File: config.mk
export PLATFORM = sky130hd
export DESIGN_NAME = uart_rx
export DESIGN_NICKNAME = d
export VERILOG_FILES = /design/src/rtl/uart_rx.sv
export SDC_FILE = /design/constraint.sdc
export NUM_CORES = 1
export LEC_CHECK = 0
export CORE_ASPECT_RATIO = 1.75
export CORE_MARGIN = 5
export CORE_UTILIZATION = 34
export DETAILED_ROUTE_END_ITERATION = 6
export PLACE_DENSITY = 0.64
export SYNTH_ARGS = -nofsm -noshare
export SYNTH_HDL_FRONTEND = slang
export SYNTH_SLANG_ARGS = --single-unit
File: constraint.sdc
create_clock -name clk -period 2.3 [get_ports clk]
set_input_delay 0.69 -clock clk [delete_from_list [all_inputs] [get_ports clk]]
set_output_delay 0.69 -clock clk [all_outputs]
set_load 0.01 [all_outputs]
File: src/rtl/uart_rx.sv
// uart_rx: 8N1 UART receiver with 16x oversampling, internal tick divider and valid/ready output.
// Reports framing errors and overruns as single-cycle pulses.
module uart_rx #(
    parameter int CLK_FREQ   = 50_000_000,
    parameter int BAUD_RATE  = 115200,
    parameter int OVERSAMPLE = 16
) (
    input  logic       clk,
    input  logic       rst,
    input  logic       rx,
    output logic [7:0] rx_data,
    output logic       rx_valid,
    input  logic       rx_ready,
    output logic       rx_busy,
    output logic       frame_err,
    output logic       overrun
);
    localparam int TICK_DIV = CLK_FREQ / (BAUD_RATE * OVERSAMPLE);
    localparam int DW = TICK_DIV > 1 ? $clog2(TICK_DIV) : 1;
    localparam int CW = $clog2(OVERSAMPLE);

    typedef enum logic [1:0] {IDLE, START, DATA, STOP} state_t;
    state_t state, state_n;

    logic          rx_m, rx_s, rx_q;
    logic [DW-1:0] div;
    logic [CW-1:0] cnt;
    logic [2:0]    bit_idx;
    logic [7:0]    shreg;
    logic          tick, mid, last, clr, stop_smp, load;

    always_comb begin
        tick     = (state != IDLE) && (div == DW'(TICK_DIV - 1));
        mid      = tick && (cnt == CW'(OVERSAMPLE / 2 - 1));
        last     = tick && (cnt == CW'(OVERSAMPLE - 1));
        clr      = (state == IDLE) || (state == START ? mid : last);
        stop_smp = (state == STOP) && last;
        load     = stop_smp && rx_s && (!rx_valid || rx_ready);
        state_n  = state;
        case (state)
            IDLE:    if (rx_q && !rx_s) state_n = START;
            START:   if (mid) state_n = rx_s ? IDLE : DATA;
            DATA:    if (last && bit_idx == 3'd7) state_n = STOP;
            default: if (last) state_n = IDLE;
        endcase
    end

    always_ff @(posedge clk or posedge rst)
        if (rst) state <= IDLE;
        else     state <= state_n;

    // Synchronizer and edge flops reset high so a released reset looks like an idle line.
    always_ff @(posedge clk or posedge rst) begin
        if (rst) begin
            {rx_m, rx_s, rx_q} <= 3'b111;
            div       <= '0;
            cnt       <= '0;
            bit_idx   <= '0;
            shreg     <= '0;
            rx_data   <= '0;
            rx_valid  <= 1'b0;
            frame_err <= 1'b0;
            overrun   <= 1'b0;
        end else begin
            {rx_m, rx_s, rx_q} <= {rx, rx_m, rx_s};
            div       <= (state == IDLE || tick) ? '0 : div + 1'b1;
            cnt       <= clr ? '0 : cnt + CW'(tick);
            bit_idx   <= (state == IDLE) ? 3'd0 : bit_idx + 3'((state == DATA) && last);
            shreg     <= ((state == DATA) && last) ? {rx_s, shreg[7:1]} : shreg;
            rx_data   <= load ? shreg : rx_data;
            rx_valid  <= load || (rx_valid && !rx_ready);
            frame_err <= stop_smp && !rx_s;
            overrun   <= stop_smp && rx_s && rx_valid && !rx_ready;
        end
    end

    assign rx_busy = state != IDLE;
endmodule

==> key figures <==
Global routing
  – Total track usage: 10.95%
  – Antenna violations before repair: 0
  – GR Overflow Total: 0
  – Largest net degree at the start of global routing: 37
  – First-pass GRT wire length: 4885 um
  – Vias in the first global route: 1068

Detailed routing
  – Initial DRC Count: 29
  – Routed Antenna Nets: 0
  – Drt first pass iters: 4
  – Wirelength per Cell: 14.11 um
  – DRC: 0
  – Vias: 945
  – DR vias/cell: 4.948
  – WL final: 2695 um

Floorplan
  – Top Ports: 16
  – Initial Utilization: 34.74%
  – Die Ht: 98.75 um
  – Core area: 4404 sq um
  – Site Rows: 32
  – Die width: 60.71 um
  – Die area: 5995 sq um

Clock network
  – CTS root buf: clkbuf_8
  – Later-pin clock latency in the skew report: 0.28 ns
  – Cts hold-fix bufs: 0
  – Post_cts resized: 0
  – CTS H-tree depth: 2
  – TritonCTS Buffers: 5
  – CTS tree: done
  – Clock transition at path regs: 0.07 ns
  – Setup Buffers After CTS: 0
  – Clock Path Buffers: 2
  – Clk sinks: 36

Layout
  – Share of layout cells above drive strength 1: 25.00%
  – Ant diodes: 0
  – Register Area: 904.6 sq um
  – Fin util: 41.99%
  – Area of the multi-input gates: 601.8 sq um
  – Fill cells: 422
  – Area Overhead vs Synth: 20.85%
  – Total Nets Final: 149

Critical path
  – Crit path from: state[1]
  – Worst EP required: 1.61 ns
  – Crit end category: output pin
  – Crit path DAT: 1.44 ns
  – Crit Path Class: reg -> out
  – Critical R2R Launch: div[0]
  – Worst setup SP type: register
  – Critical-path maximum fanout: 6

Yosys
  – Adder-Cell Fraction of Synth Area: 4.906%
  – Most common cell in the synthesized netlist: dfrtp_1
  – Main area contributors after synthesis: dfrtp_1 (54%), mux2_2 (11%), dfstp_2 (5.2%)
  – Ys async rst share: 100.0%
  – Syn_area_per_cell: 13.42 sq um
  – Largest family of logic cells by synthesized area: simple AND/OR/NAND/NOR gates
  – Mux cell area share after synthesis: 11.77%
  – FF+latch count, synth: 36
  – Xor/xnor share of the synthesized area: 2.862%
  – Register area share after synthesis: 59.12%
  – Compound-Gate Fraction of Synth Area: 3.679%
  – Syn Std Cell Area: 1530 sq um
  – Ys flop type: dfrtp_1
  – Yosys top cell area share: 53.97%
  – Number of distinct library cells after synthesis: 32
  – Area leader, netlist: dfrtp_1
  – Post-Synthesis Cells: 114
  – Synth warnings: 0
  – Most frequent cells after synthesis: dfrtp_1 (33), mux2_2 (15), nor2_1 (10)
  – Synth Area in Simple Gates: 16.11%
  – Post-synth EDFFs: 0
  – Syn nets: 124

Outcome
  – Outcome: finished, final reports clean

Place
  – Port bufs: 15
  – Final Wtd Congestion: 0.7219
  – Post-DP HPWL: 1985 um

STA
  – Crit share post-route: 92.45%
  – Max Slew Vio Count: 0
  – Layout Skew: 0.004861 ns
  – Min Hold Slack: 0.3563 ns
  – Min Clock Period, post-route: 2.126 ns
  – Relative slew margins: 69.68%
  – Slew of the pin with the lowest slew margin: 0.4549 ns
  – Final hold viol count: 0
  – Final setup viols: 0
  – Unrepaired setup endpoints after global routing: false
  – Setup TNS: 0 ns
  – Fmax: 0.4703 GHz

Power and ir drop
  – Power Density: 735.2 nW/um^2
  – VDD IR-drop max: 0.4068 mV
  – P_leak: 0.9236 nW
  – Power Total: 1.360 mW

Flow run
  – MaxCap Viol Count: 0

Hold path
  – Hold path start: rx_m
  – Hold Path Class: reg -> reg
[cells in the final DEF (no fill, tap or decap), drive strengths merged, types with 2 or more instances in the layout]
| cell type | netlist | final |
|---|---|---|
| dfrtp | 33 | 33 |
| buf | 1 | 4 |
| clkbuf | 0 | 8 |
| xnor2 | 3 | 3 |
| inv | 5 | 5 |
| clkdlybuf4s50 | 0 | 15 |
| nand4b | 2 | 2 |
| a31oi | 2 | 2 |
| and2 | 2 | 2 |
| nand2 | 5 | 5 |
| nor3 | 4 | 4 |
| ha | 6 | 6 |
| dfstp | 3 | 3 |
| nor2 | 10 | 10 |
| xor2 | 2 | 2 |
| mux2 | 16 | 16 |
| nand3 | 4 | 4 |
| nor4 | 2 | 2 |
| and3 | 4 | 4 |
| o21ai | 2 | 2 |
[logic make-up after synthesis]
kind of cell | count (synthesis)
multiplexers | 16
flip-flops | 36
AO/OA/AOI/OAI | 8
AND/OR/NAND/NOR | 37
adder cells (fa/ha/maj) | 6
buffers and inverters | 6
XOR/XNOR | 5
[worst max-delay path, stage by stage, from the launching register on]
cell             delay [ns]
dfrtp_1                0.46
nor2_1                 0.09
inv_1                  0.07
clkdlybuf4s50_1        0.53
[power by group]
group	internal (mW)	switching (mW)	total, mW
Clock	0.215	0.209	0.424
Combinational	0.0911	0.101	0.192
Sequential	0.686	0.0575	0.744
[final timing paths]
path | to | slack [ns] | cells after the start
worst max-delay path | rx_busy | 0.17 | 3
worst min-delay path | rx_s | 0.36 | 0
worst max register to register | rx_data[1] | 0.40 | 6
worst min register to register | rx_s | 0.36 | 0
max in group asynchronous | rx_s | 1.12 | 3
min in group asynchronous | div[4] | 0.82 | 3
[per-stage QoR]
step / worst slack [ns] / area [sq um] / instances
CTS: 0.1495 / 1849 / 191
floorplan: 0.6079 / 1530 / 114
finish: 0.1737 / 1849 / 191
detailed placement: 0.2700 / 1769 / 183
global placement: 0.2984 / 1769 / 183
global route: 0.07900 / 1849 / 191
[layout make-up]
cell class	count	area share (%)
Multi-Input combinational cell	72	32.54
Sequential cell	36	48.92
Timing Repair Buffer	19	9.743
Tap cell	51	3.451
Inverter	5	1.015
Clock buffer	8	4.330
[state kept, by name (all words and copies together), names as in the netlist]
| name | flops |
|---|---|
| rx_s | 1 |
| shreg | 8 |
| state | 2 |
| rx_m | 1 |
| rx_data | 8 |
| cnt | 4 |
| bit_idx | 3 |
| rx_q | 1 |
| overrun | 1 |
| rx_valid | 1 |
| div | 5 |
| frame_err | 1 |
[metal layers]
| metal | vias up | part of all wire (%) | track usage [%] |
|---|---|---|---|
| met3 | 8 | 2.3 | 2.359 |
| met5 | - | 0 | 0 |
| met4 | 0 | 3.3 | 6.511 |
| met1 | 479 | 38 | 11.48 |
| li1 | 446 | - | - |
| met2 | 12 | 56 | 18.96 |
(Power assumes the default switching activity.)
